--- src/rtl/tx_packet_ctrl_if.sv ---
// Handshake/data bundle between the USB TX packet controller, its FIFO/CRC
// sources and the parallel-to-serial stage.
interface tx_packet_ctrl_if #(
  parameter int MAX_BYTES = 64
);
  localparam int SW = $clog2(MAX_BYTES + 1);

  logic [2:0]    tx_packet;
  logic [7:0]    tx_packet_data;
  logic [SW-1:0] tx_packet_data_size;
  logic          stuffing;
  logic [15:0]   calculated_crc;

  logic          get_tx_packet_data;
  logic          crc_clear;
  logic          crc_shift;
  logic          pts_load;
  logic          pts_shift;
  logic          eop;
  logic          tx_busy;
  logic          tx_done;
  logic [7:0]    data_out;

  modport master (
    output tx_packet, tx_packet_data, tx_packet_data_size, stuffing, calculated_crc,
    input  get_tx_packet_data, crc_clear, crc_shift, pts_load, pts_shift,
           eop, tx_busy, tx_done, data_out
  );

  modport slave (
    input  tx_packet, tx_packet_data, tx_packet_data_size, stuffing, calculated_crc,
    output get_tx_packet_data, crc_clear, crc_shift, pts_load, pts_shift,
           eop, tx_busy, tx_done, data_out
  );
endinterface

--- src/rtl/tx_packet_ctrl.sv ---
// USB TX packet sequencer: SYNC, PID, payload, CRC16 and EOP framing with
// bit timing that freezes while the encoder inserts a stuff bit.
module tx_packet_ctrl #(
  parameter int MAX_BYTES    = 64,
  parameter int CLKS_PER_BIT = 8
) (
  input  logic              clk,
  input  logic              n_rst,
  tx_packet_ctrl_if.slave   bus
);
  localparam int SW = $clog2(MAX_BYTES + 1);
  localparam int TW = $clog2(CLKS_PER_BIT);
  localparam int EW = $clog2(2 * CLKS_PER_BIT);
  localparam logic [SW-1:0] MAX_SZ   = SW'(MAX_BYTES);
  localparam logic [TW-1:0] T_LAST   = TW'(CLKS_PER_BIT - 1);
  localparam logic [EW-1:0] EOP_LAST = EW'(2 * CLKS_PER_BIT - 1);

  typedef enum logic [2:0] {
    IDLE, SYNC, PID, DATA, CRC_LO, CRC_HI, EOP, DONE
  } state_t;

  state_t        state, state_n;
  logic [2:0]    pkt_type;
  logic [SW-1:0] pkt_size;
  logic [SW-1:0] byte_cnt;
  logic [TW-1:0] bit_timer;
  logic [2:0]    bit_cnt;
  logic [EW-1:0] eop_cnt;
  logic          sync_load;

  logic          req_valid, shifting, tick, byte_end;
  logic          pop, clr, cshift, load, shift;
  logic [7:0]    dout, pid_byte;

  assign req_valid = (bus.tx_packet != 3'd0) && (bus.tx_packet <= 3'd5);
  assign shifting  = (state == SYNC) || (state == PID) || (state == DATA) ||
                     (state == CRC_LO) || (state == CRC_HI);
  assign tick      = shifting && !bus.stuffing && (bit_timer == T_LAST);
  assign byte_end  = tick && (bit_cnt == 3'd7);

  always_comb begin
    case (pkt_type)
      3'd1:    pid_byte = 8'hC3;
      3'd2:    pid_byte = 8'h4B;
      3'd3:    pid_byte = 8'hD2;
      3'd4:    pid_byte = 8'h5A;
      3'd5:    pid_byte = 8'h1E;
      default: pid_byte = 8'h00;
    endcase
  end

  // A byte-end that loads the next byte replaces the 8th shift; the final
  // byte before EOP keeps its shift so the last bit leaves the PTS.
  always_comb begin
    state_n = state;
    pop     = 1'b0;
    clr     = 1'b0;
    cshift  = 1'b0;
    load    = 1'b0;
    shift   = 1'b0;
    dout    = '0;
    case (state)
      IDLE: if (req_valid) state_n = SYNC;
      SYNC: begin
        shift = tick;
        if (sync_load && !bus.stuffing) begin
          load = 1'b1;
          dout = 8'h80;
        end
        if (byte_end) begin
          shift   = 1'b0;
          load    = 1'b1;
          dout    = pid_byte;
          clr     = 1'b1;
          state_n = PID;
        end
      end
      PID: begin
        shift = tick;
        if (byte_end) begin
          if (pkt_type > 3'd2) begin
            state_n = EOP;
          end else if (pkt_size == '0) begin
            shift   = 1'b0;
            load    = 1'b1;
            dout    = bus.calculated_crc[7:0];
            state_n = CRC_LO;
          end else begin
            shift   = 1'b0;
            load    = 1'b1;
            pop     = 1'b1;
            dout    = bus.tx_packet_data;
            state_n = DATA;
          end
        end
      end
      DATA: begin
        shift  = tick;
        cshift = tick;
        if (byte_end) begin
          shift = 1'b0;
          load  = 1'b1;
          if (byte_cnt == pkt_size) begin
            dout    = bus.calculated_crc[7:0];
            state_n = CRC_LO;
          end else begin
            pop  = 1'b1;
            dout = bus.tx_packet_data;
          end
        end
      end
      CRC_LO: begin
        shift = tick;
        if (byte_end) begin
          shift   = 1'b0;
          load    = 1'b1;
          dout    = bus.calculated_crc[15:8];
          state_n = CRC_HI;
        end
      end
      CRC_HI: begin
        shift = tick;
        if (byte_end) state_n = EOP;
      end
      EOP:  if (eop_cnt == EOP_LAST) state_n = DONE;
      DONE: state_n = IDLE;
      default: state_n = IDLE;
    endcase
  end

  always_ff @(posedge clk or negedge n_rst) begin
    if (!n_rst) begin
      state     <= IDLE;
      pkt_type  <= '0;
      pkt_size  <= '0;
      byte_cnt  <= '0;
      bit_timer <= '0;
      bit_cnt   <= '0;
      eop_cnt   <= '0;
      sync_load <= 1'b0;
    end else begin
      state <= state_n;
      if (state == IDLE) begin
        bit_timer <= '0;
        bit_cnt   <= '0;
        byte_cnt  <= '0;
        if (req_valid) begin
          pkt_type  <= bus.tx_packet;
          pkt_size  <= (bus.tx_packet_data_size > MAX_SZ) ? MAX_SZ : bus.tx_packet_data_size;
          sync_load <= 1'b1;
        end
      end else begin
        if (state == SYNC && !bus.stuffing) sync_load <= 1'b0;
        if (shifting && !bus.stuffing) begin
          bit_timer <= tick ? '0 : bit_timer + 1'b1;
          if (tick) bit_cnt <= bit_cnt + 3'd1;
        end
        if (pop) byte_cnt <= byte_cnt + 1'b1;
      end
      eop_cnt <= (state == EOP) ? eop_cnt + 1'b1 : '0;
    end
  end

  assign bus.get_tx_packet_data = pop;
  assign bus.crc_clear          = clr;
  assign bus.crc_shift          = cshift;
  assign bus.pts_load           = load;
  assign bus.pts_shift          = shift;
  assign bus.data_out           = dout;
  assign bus.eop                = (state == EOP);
  assign bus.tx_busy            = (state != IDLE);
  assign bus.tx_done            = (state == DONE);
endmodule

--- src/flat_wrapper.sv ---
// flat-port wrapper written by rule: the top's interface ports become plain ports
module tx_packet_ctrl_flat 
#(
  parameter int MAX_BYTES    = 64,
  parameter int CLKS_PER_BIT = 8
)
  (clk, n_rst, bus_tx_packet, bus_tx_packet_data, bus_tx_packet_data_size, bus_stuffing, bus_calculated_crc, bus_get_tx_packet_data, bus_crc_clear, bus_crc_shift, bus_pts_load, bus_pts_shift, bus_eop, bus_tx_busy, bus_tx_done, bus_data_out);
  tx_packet_ctrl_if #(.MAX_BYTES(MAX_BYTES)) bus_i ();
  input  logic clk;
  input  logic n_rst;
  input wire logic [$bits(bus_i.tx_packet)-1:0] bus_tx_packet;
  input wire logic [$bits(bus_i.tx_packet_data)-1:0] bus_tx_packet_data;
  input wire logic [$bits(bus_i.tx_packet_data_size)-1:0] bus_tx_packet_data_size;
  input wire logic [$bits(bus_i.stuffing)-1:0] bus_stuffing;
  input wire logic [$bits(bus_i.calculated_crc)-1:0] bus_calculated_crc;
  output wire logic [$bits(bus_i.get_tx_packet_data)-1:0] bus_get_tx_packet_data;
  output wire logic [$bits(bus_i.crc_clear)-1:0] bus_crc_clear;
  output wire logic [$bits(bus_i.crc_shift)-1:0] bus_crc_shift;
  output wire logic [$bits(bus_i.pts_load)-1:0] bus_pts_load;
  output wire logic [$bits(bus_i.pts_shift)-1:0] bus_pts_shift;
  output wire logic [$bits(bus_i.eop)-1:0] bus_eop;
  output wire logic [$bits(bus_i.tx_busy)-1:0] bus_tx_busy;
  output wire logic [$bits(bus_i.tx_done)-1:0] bus_tx_done;
  output wire logic [$bits(bus_i.data_out)-1:0] bus_data_out;
  assign bus_i.tx_packet = bus_tx_packet;
  assign bus_i.tx_packet_data = bus_tx_packet_data;
  assign bus_i.tx_packet_data_size = bus_tx_packet_data_size;
  assign bus_i.stuffing = bus_stuffing;
  assign bus_i.calculated_crc = bus_calculated_crc;
  assign bus_get_tx_packet_data = bus_i.get_tx_packet_data;
  assign bus_crc_clear = bus_i.crc_clear;
  assign bus_crc_shift = bus_i.crc_shift;
  assign bus_pts_load = bus_i.pts_load;
  assign bus_pts_shift = bus_i.pts_shift;
  assign bus_eop = bus_i.eop;
  assign bus_tx_busy = bus_i.tx_busy;
  assign bus_tx_done = bus_i.tx_done;
  assign bus_data_out = bus_i.data_out;
  tx_packet_ctrl #(.MAX_BYTES(MAX_BYTES), .CLKS_PER_BIT(CLKS_PER_BIT)) u_core (.clk(clk), .n_rst(n_rst), .bus(bus_i));
endmodule
--- config.mk ---
export PLATFORM = sky130hd
export DESIGN_NAME = tx_packet_ctrl_flat
export DESIGN_NICKNAME = d
export VERILOG_FILES = /design/src/rtl/tx_packet_ctrl_if.sv /design/src/rtl/tx_packet_ctrl.sv /design/src/flat_wrapper.sv
export SDC_FILE = /design/constraint.sdc
export NUM_CORES = 1
export LEC_CHECK = 0
export BUFFER_PORTS_ARGS = -buffer_cell sky130_fd_sc_hd__buf_2
export CORE_UTILIZATION = 55
export DETAILED_ROUTE_END_ITERATION = 8
export MAX_ROUTING_LAYER = met4
export PLACE_DENSITY = 0.86
export SYNTH_ARGS = -nofsm -noshare
export SYNTH_HDL_FRONTEND = slang
export SYNTH_SLANG_ARGS = --single-unit
--- constraint.sdc ---
create_clock -name clk -period 4.4 [get_ports clk]
set_input_delay 0.22 -clock clk [delete_from_list [all_inputs] [get_ports clk]]
set_output_delay 0.22 -clock clk [all_outputs]
set_load 0.02 [all_outputs]
==> qor.txt <==
Mapped Nets: 319
clk_skew: 17.99 ps
largest net degree at the start of global routing: 32
global-route wire length before repair: 9390 um
Power Dens Cells: 446.9 nW/um2
Seq/Total Area, Yosys: 0.3339
CP Launch Type: register
Reg area: 775.7 um2
final hold violation count: 0
grt ovf: 0
post-detail-place hpwl: 4357 um
RSZ-0062 raised after global routing: no
Initial DRT Pass Iterations: 5
CP Max Fanout: 22
post-layout minimum cycle time: 2853 ps
n_diodes: 0
Switching Share: 0.3993
Total Wirelength: 5791 um
core footprint: 4029 um2
dpl ws: 1853 ps
vias in the first global route: 2,067
most frequent cells in the layout: 52 x buf_2, 35 x nand2_1, 31 x dfrtp_1
crit path from: u_core.state[1]$_DFFE_PN0P_
row count: 23
Vias/cell: 6.105
Setup Total Neg Slack: 0 ps
max-slew violations: 0
Tcrit/Tclk final: 0.6484
Yosys reg bits: 31
worst setup margin: 1547 ps
WP data required: 4180 ps
die width: 67.00 um
DRC viols: 0
worst rel slew slack: 0.5274
H-tree depth: 2
Antenna Nets Post-Route: 0
run status: complete, no violations
TritonCTS Buffers: 5
Initial Util: 0.5767
syn avg cell area: 8.511 um2
CP Class: reg2out
Async S/R FF share, synth: 1.000
filler cell count: 313
Fmax: 350.5 MHz
CTS sink count: 31
gr usage total: 0.2895
Iter 0 DRT Violations: 262
crit end category: output port
area occupied by multi-input gates: 1459 um2
synth warn: 0
sw power: 0.4849 mW
share of layout cells above drive strength 1: 0.2384
CTS root buffer: clkbuf_8
initial antenna violation count: 0
Clock Tree Buf Depth: 2
MaxCap Viol Count: 0
I/O Buffers: 52
clk slew on worst S/H paths: 60 ps
# IOs: 53
final setup fails: 0
CTS tree: built
Syn Std Cell Area: 2323 um2
average wire per standard cell: 15.53 um
commonest non-fill, non-tap cell in the layout: buf_2
Die ar.: 4488 um2
Pleak: 1.274 nW
Post-CTS Setup Bufs: 0
Worst Hold Class: in2reg
Arrival @ worst endpoint: 2630 ps
Clock power frac: 0.240
Final GP Congestion: 0.9687
VDD IR-drop max: 0.2278 mV
reg-to-reg startpoint: u_core.state[2]$_DFFE_PN0P_
Logic pwr share: 0.378
predominant post-synthesis flop cell: dfrtp_1
final core utilization: 0.6745
Final nets: 368
sequential share of power: 0.383
number of synthesized flops with an enable pin: 0
Cells after Synth: 273
Cell variety after synth: 61
Synth-to-Final Area Change: 16.96%
clock latency on the worst-skew pair: 290 ps
Slew @ Worst Pin: 708.9 ps
internal power: 0.7295 mW
routed vias: 2,277
Hold Startpoint: bus_tx_packet_data_size[3]
die height: 67.00 um
==> area by class of cell <==
class	count	area share
clock inverters	2	0.01289
multi-input cells	223	0.5368
clock buffers	6	0.03039
flip-flops and latches	31	0.2855
inverters	8	0.01197
repair buffers	53	0.09945
well taps	50	0.02302
==> cell families (layout without fill, tap and decap cells) <==
family | Yosys count | in the layout | synth area share
DFF | 31 | 31 | 0.3339
xor gates and xnor gates | 11 | 11 | 0.04146
buffers and inverters | 19 | 69 | 0.03823
and+or+nand+nor | 105 | 105 | 0.2326
adders and majority gates | 9 | 9 | 0.04847
muxes | 11 | 11 | 0.04900
AOI/OAI and AO/OA | 87 | 87 | 0.2563
==> per-layer routing <==
layer | global-route usage | routed length (um) | up-vias
li1 | - | - | 1111
met1 | 0.3642 | 2591 | 1046
met2 | 0.4369 | 2648 | 106
met3 | 0.04966 | 408 | 14
met4 | 0.1649 | 142 | 0
met5 | - | 0 | -
==> flip-flops by register name, summed over array words and instances, names as in the netlist <==
| register | flops |
|---|---|
| u_core.pkt_type | 3 |
| u_core.byte_cnt | 7 |
| u_core.bit_timer | 3 |
| u_core.state | 3 |
| u_core.bit_cnt | 3 |
| u_core.sync_load | 1 |
| u_core.pkt_size | 7 |
| u_core.eop_cnt | 4 |
==> cells in the mapped netlist (all sizes together), types with 2 or more instances <==
| library cell | instances | area (um2) |
|---|---|---|
| xor2 | 5 | 43.79 |
| nand2 | 35 | 131.4 |
| inv | 8 | 32.53 |
| a211oi | 2 | 15.01 |
| ha | 9 | 112.6 |
| o211ai | 6 | 45.04 |
| and2 | 4 | 25.02 |
| and4 | 2 | 20.02 |
| a32oi | 2 | 17.52 |
| o211a | 2 | 20.02 |
| nand4 | 3 | 18.77 |
| a31oi | 6 | 37.54 |
| mux2i | 8 | 80.08 |
| o31a | 2 | 17.52 |
| nand3b | 2 | 15.01 |
| buf | 6 | 36.29 |
| mux2 | 3 | 33.78 |
| a21o | 2 | 15.01 |
| a2111oi | 2 | 23.77 |
| and3 | 2 | 12.51 |
| nor2 | 19 | 71.32 |
| nor3 | 12 | 76.33 |
| xnor2 | 6 | 52.55 |
| o32ai | 2 | 17.52 |
| nand3 | 7 | 47.55 |
| a22oi | 2 | 15.01 |
| a21oi | 18 | 97.60 |
| nand2b | 13 | 81.33 |
| a221o | 4 | 40.04 |
| clkbuf | 5 | 20.01 |
| o22ai | 2 | 12.51 |
| o21ai | 26 | 133.9 |
| dfrtp | 31 | 775.7 |
==> what timing repair did <==
| item | 4_1_cts | 5_1_grt |
|---|---|---|
| gates resized for setup | 0 | 0 |
| hold buffers | 1 | 0 |
| hold endpoints to repair | 18 | 0 |
==> stage by stage <==
stage	hold WS (ps)	std cells	power [mW]	area (um2)
after global routing	199.9	373	1.304	2718
after detailed placement	294.9	364	0.9194	2590
after CTS	179.6	373	1.211	2718
after floorplan	-75.59	273	0.8040	2323
after global placement	280.5	364	0.9007	2590
final	183.0	373	1.214	2718
==> worst max-delay path, cell delays in order (launching register included) <==
cell	delay (ps)
dfrtp_1	620
nor3_4	450
inv_4	170
and4_4	280
nand3_4	140
o21ba_4	190
a221o_1	350
buf_2	160
==> path summary, 6_finish.rpt <==
| path | to | slack, ps | cells past startpoint |
|---|---|---|---|
| worst min register to register | u_core.eop_cnt[0]$_DFF_PN0_ | 480 | 1 |
| worst max register to register | u_core.byte_cnt[6]$_DFFE_PN0P_ | 2020 | 5 |
| max in group asynchronous | u_core.pkt_type[1]$_DFFE_PN0P_ | 3440 | 2 |
| worst min-delay path | u_core.pkt_size[3]$_DFFE_PN0P_ | 180 | 3 |
| min in group asynchronous | u_core.byte_cnt[1]$_DFFE_PN0P_ | 490 | 2 |
| worst max-delay path | bus_data_out[6] | 1550 | 7 |
==> power groups by stage <==
stage	Combinational (mW)	Clock, mW	Sequential, mW
2_1_floorplan	0.394	0	0.410
3_3_place_gp	0.438	0	0.462
3_5_place_dp	0.453	0	0.466
4_1_cts	0.457	0.294	0.461
5_1_grt	0.514	0.311	0.479
6_report	0.459	0.291	0.465
Power figures use the tool's default switching activity.
